<file path="config.mk">
export PLATFORM = sky130hd
export DESIGN_NAME = parallel_adder_4bit
export DESIGN_NICKNAME = d
export VERILOG_FILES = /design/src/rtl/parallel_adder_pkg.sv /design/src/rtl/full_adder.sv /design/src/rtl/parallel_adder_4bit.sv
export SDC_FILE = /design/constraint.sdc
export NUM_CORES = 1
export LEC_CHECK = 0
export CORE_AREA = 2 2 39 41
export CTS_CLUSTER_DIAMETER = 80
export DETAILED_ROUTE_END_ITERATION = 8
export DIE_AREA = 0 0 41 43
export SLEW_MARGIN = 20
export SYNTH_ARGS = -nofsm -noshare
export SYNTH_HDL_FRONTEND = slang
export SYNTH_HIERARCHICAL = 1
export SYNTH_SLANG_ARGS = --single-unit
</file>
<file path="constraint.sdc">
create_clock -name clk -period 2 [get_ports clk]
set_clock_uncertainty 0.2 [all_clocks]
set_input_delay 0.4 -clock clk [delete_from_list [all_inputs] [get_ports clk]]
set_output_delay 0.4 -clock clk [all_outputs]
set_load 0.05 [all_outputs]
</file>
<file path="src/rtl/parallel_adder_pkg.sv">
// ---------------------------------------------------------------------------
// parallel_adder_pkg
//   Shared constants and types for the registered ripple-carry adder.
//   PA_DEFAULT_WIDTH : default operand/sum width of parallel_adder_4bit
//   pa_word_t        : operand word at the default width
// ---------------------------------------------------------------------------
package parallel_adder_pkg;

   localparam int PA_DEFAULT_WIDTH = 4;

   typedef logic [PA_DEFAULT_WIDTH-1:0] pa_word_t;

endpackage : parallel_adder_pkg

</file>
<file path="src/rtl/full_adder.sv">
// ---------------------------------------------------------------------------
// full_adder
//   One-bit full adder cell, the unit of the ripple chain.
//   Ports:
//     a, b : operand bits
//     ci   : carry in
//     s    : sum bit
//     co   : carry out
// ---------------------------------------------------------------------------
module full_adder (
   input  logic a,
   input  logic b,
   input  logic ci,
   output logic s,
   output logic co
);

   logic prop;

   assign prop = a ^ b;
   assign s    = prop ^ ci;
   assign co   = (a & b) | (ci & prop);

endmodule : full_adder

</file>
<file path="src/rtl/parallel_adder_4bit.sv">
// ---------------------------------------------------------------------------
// parallel_adder_4bit
//   Registered ripple-carry adder: {carry, sumo} = a + b + cin, one cycle
//   of latency, one result per accepted input, no backpressure.
//   Ports:
//     clk       : clock, rising edge
//     rst_n     : asynchronous active-low reset
//     in_valid  : a/b/cin are sampled at the next rising edge when high
//     a, b      : unsigned operands, WIDTH bits
//     cin       : carry in
//     out_valid : one-cycle pulse when sumo/carry hold a fresh result
//     sumo      : sum bits [WIDTH-1:0]
//     carry     : carry out (bit WIDTH of the sum)
//     ovf       : two's-complement overflow (only with PA_OVERFLOW_EN)
//   Configuration:
//     PA_OVERFLOW_EN : when defined, adds the registered ovf output.
// ---------------------------------------------------------------------------
module parallel_adder_4bit
   import parallel_adder_pkg::*;
#(
   parameter int WIDTH = PA_DEFAULT_WIDTH
) (
   input  logic             clk,
   input  logic             rst_n,
   input  logic             in_valid,
   input  logic [WIDTH-1:0] a,
   input  logic [WIDTH-1:0] b,
   input  logic             cin,
   output logic             out_valid,
   output logic [WIDTH-1:0] sumo,
   output logic             carry
`ifdef PA_OVERFLOW_EN
   ,
   output logic             ovf
`endif
);

   // c[i] is the carry into stage i; c[WIDTH] is the final carry out.
   logic [WIDTH:0]   c;
   logic [WIDTH-1:0] sum_p0;
   logic [WIDTH-1:0] sum_p1;
   logic             carry_p1;
   logic             vld_p1;

   assign c[0] = cin;

   // Stage 0: combinational ripple chain
   for (genvar i = 0; i < WIDTH; i++) begin : g_fa
      full_adder u_fa (
         .a  (a[i]),
         .b  (b[i]),
         .ci (c[i]),
         .s  (sum_p0[i]),
         .co (c[i+1])
      );
   end

   // Stage 1: output registers; results hold while in_valid is low
   always_ff @(posedge clk or negedge rst_n) begin
      if (!rst_n) begin
         vld_p1   <= 1'b0;
         sum_p1   <= '0;
         carry_p1 <= 1'b0;
      end else begin
         vld_p1 <= in_valid;
         if (in_valid) begin
            sum_p1   <= sum_p0;
            carry_p1 <= c[WIDTH];
         end
      end
   end

   assign out_valid = vld_p1;
   assign sumo      = sum_p1;
   assign carry     = carry_p1;

`ifdef PA_OVERFLOW_EN
   logic ovf_p0;
   logic ovf_p1;

   // Signed overflow: carry into the MSB differs from carry out of it.
   assign ovf_p0 = c[WIDTH] ^ c[WIDTH-1];

   always_ff @(posedge clk or negedge rst_n) begin
      if (!rst_n) begin
         ovf_p1 <= 1'b0;
      end else if (in_valid) begin
         ovf_p1 <= ovf_p0;
      end
   end

   assign ovf = ovf_p1;
`endif

endmodule : parallel_adder_4bit

</file>
==> results_dict.tcl <==
set metrics [dict create \
    via_per_inst 4.14 \
    place_congestion 0.652 \
    clkSlewWorstSetupHoldPaths_ps 40 \
    cts_tree "done" \
    rsz0062_at_grt "yes" \
    dieArea_um2 1760 \
    syn_area_um2 287 \
    dp_slack_ps -961 \
    worst_slew_pin_slew_ps 266 \
    drt_wl_total_um 607 \
    cp_top_family "adder cells" \
    synth_cells 15 \
    critPathKind "input port to register" \
    regArea_um2 150 \
    syn_nets 31 \
    crit_buf_inv 1 \
    grt_pass1_vias 269 \
    gr-total-overflow 0 \
    synthFlopType "dfrtp_1" \
    nNetsFinal 53 \
    area_growth_pct 70.3 \
    cts_made_buffers 3 \
    drt_first_iter_violations 1 \
    power-per-cell-area_nw_per_um2 929 \
    endpoint_kind "register" \
    synth_area_leaders "dfrtp_1, fa_1, mux2_2" \
    min_period_ps 2350 \
    multiInputGateArea_um2 150 \
    crit_path_max_incr_delay_ps 420 \
    place_hpwl_um 505 \
    wl_per_cell_um 11.9 \
    io_buffer_count 17 \
    root_buffer "clkbuf_4" \
    synth_top_area_share_pct 52.4 \
    peakVddDrop_mv 0.421 \
    grt_max_degree 7 \
    hold_buffers 0 \
    slowest_stage "fa_2" \
    synth_seq_cells 6 \
    hold_viol 0 \
    setup_slack_ps -348 \
    die_w_um 41 \
    synth.most_common_cell "dfrtp_1" \
    rows 14 \
    critPathMaxFanout 1 \
    ant_nets 0 \
    maxCapViolations 0 \
    drive_above_1_share_pct 60.0 \
    start_util_pct 20.7 \
    synth-edff-count 0 \
    num_antenna_cells 0 \
    power.leakage_nw 0.209 \
    synth_cell_type_count 3 \
    cts_sinks 6 \
    drc 0 \
    worstPathRequired_ps 1920 \
    ioPinCount 18 \
    failed_checks "negative setup slack" \
    power_w 0.000453 \
    num_vias 211 \
    drv_slew 0 \
    clk_latency_ps 240 \
    run_status "complete, but fails checks" \
    die_h_um 43 \
    grt_pass1_wl_mm 1.00 \
    drt_first_pass_iters 2 \
    grt_antenna_before_repair 0 \
    ys_seq_area_share_pct 52.4 \
    crit_top_cell "fa_2" \
    coreArea_um2 1380 \
    critPathArrivalTime_ps 2270 \
    post-route-period-util_pct 117 \
    relSlewSlack_pct 82.2 \
    cts_buffer_depth 2 \
    grtUsageTotal_pct 9.16 \
    syn_avg_cell_area_um2 19.1 \
    hp-class "input port to async pin" \
    fin_util_pct 35.3 \
    synth_top_area_cell "dfrtp_1" \
    stdcell_count 51 \
    fillers 141 \
    async_flop_share_pct 100 \
    path_cells "buf_6 -> fa_2 -> fa_2 -> fa_2 -> fa_2 -> mux2_4" \
    finalSetupViolCount 2 \
    yosysWarnings 6 \
    post-place-cells 48 \
    max_freq_mhz 426 \
    yosys-top-cells-count "dfrtp_1, mux2_2, fa_1" \
    cp-start-kind "input port" \
    htree_levels 1 \
]
-- metrics by stage --
step	TNS, ps	area, um2	hold slack (ps)
CTS	-692	488	202
global placement	-2670	472	294
finish	-604	488	194
global route	-702	488	210
floorplan	-931	297	-95.6
detailed placement	-2750	472	300
-- repair_timing --
action / in CTS / in global routing
pin swaps: 4 / 3
setup endpoints to repair: 4 / 3
hold endpoints to repair: 0 / 0
buffers inserted: 0 / 0
gates resized for setup: 15 / 0
-- cell usage in the layout, fill, tap and decap left out --
cell type        synthesis  routed
buf_2                    0       2
mux2_4                   0       1
dfrtp_1                  6       6
clkdlybuf4s50_1          0       7
fa_2                     0       4
dlygate4sd2_1            0       1
buf_4                    0       6
mux2_2                   5       4
clkbuf_4                 0       3
buf_6                    0       1
-- power breakdown --
part | leakage, nW | internal [W] | switching, W
logic | 0.125 | 0.0000748 | 0.000113
clock network | 0.0138 | 0.0000677 | 0.0000412
registers | 0.0701 | 0.000144 | 0.0000120
-- sequential cells by signal, indices dropped and copies added (netlist names) --
name / flops
carry: 1
sumo: 4
out_valid: 1
-- metal layers --
| layer | share of wire [%] | global-route usage, % |
|---|---|---|
| met4 | 0 | 4.00 |
| met1 | 34 | 9.06 |
| met3 | 21 | 8.38 |
| met5 | 0 | 0 |
| met2 | 45 | 12.8 |
-- path summary, 6_finish.rpt --
path	startpoint	endpoint	slack [ps]	cells past startpoint
setup / recovery	cin	sumo[3]$_DFFE_PN0P_	-350	6
hold / removal	rst_n	sumo[2]$_DFFE_PN0P_	190	1
setup reg to reg	sumo[3]$_DFFE_PN0P_	sumo[3]$_DFFE_PN0P_	1040	1
hold reg to reg	sumo[1]$_DFFE_PN0P_	sumo[1]$_DFFE_PN0P_	310	1
max in group asynchronous	rst_n	sumo[1]$_DFFE_PN0P_	1200	1
min in group clk	sumo[1]$_DFFE_PN0P_	sumo[1]$_DFFE_PN0P_	310	1
-- final cells by class --
type,count,area share [%]
clock buffer,3,4.62
multi-input combinational,9,30.8
sequential,6,30.8
tap,16,4.10
timing repair buffer,17,29.7
-- cells by family (layout without fill, tap and decap cells) --
family / after synthesis / count (layout) / share of synthesized area, %
buffers and inverters: 0 / 20 / 0
adders and majority gates: 4 / 4 / 27.9
muxes: 5 / 5 / 19.6
DFF: 6 / 6 / 52.4
No activity file was read; power rests on OpenSTA's default activity.
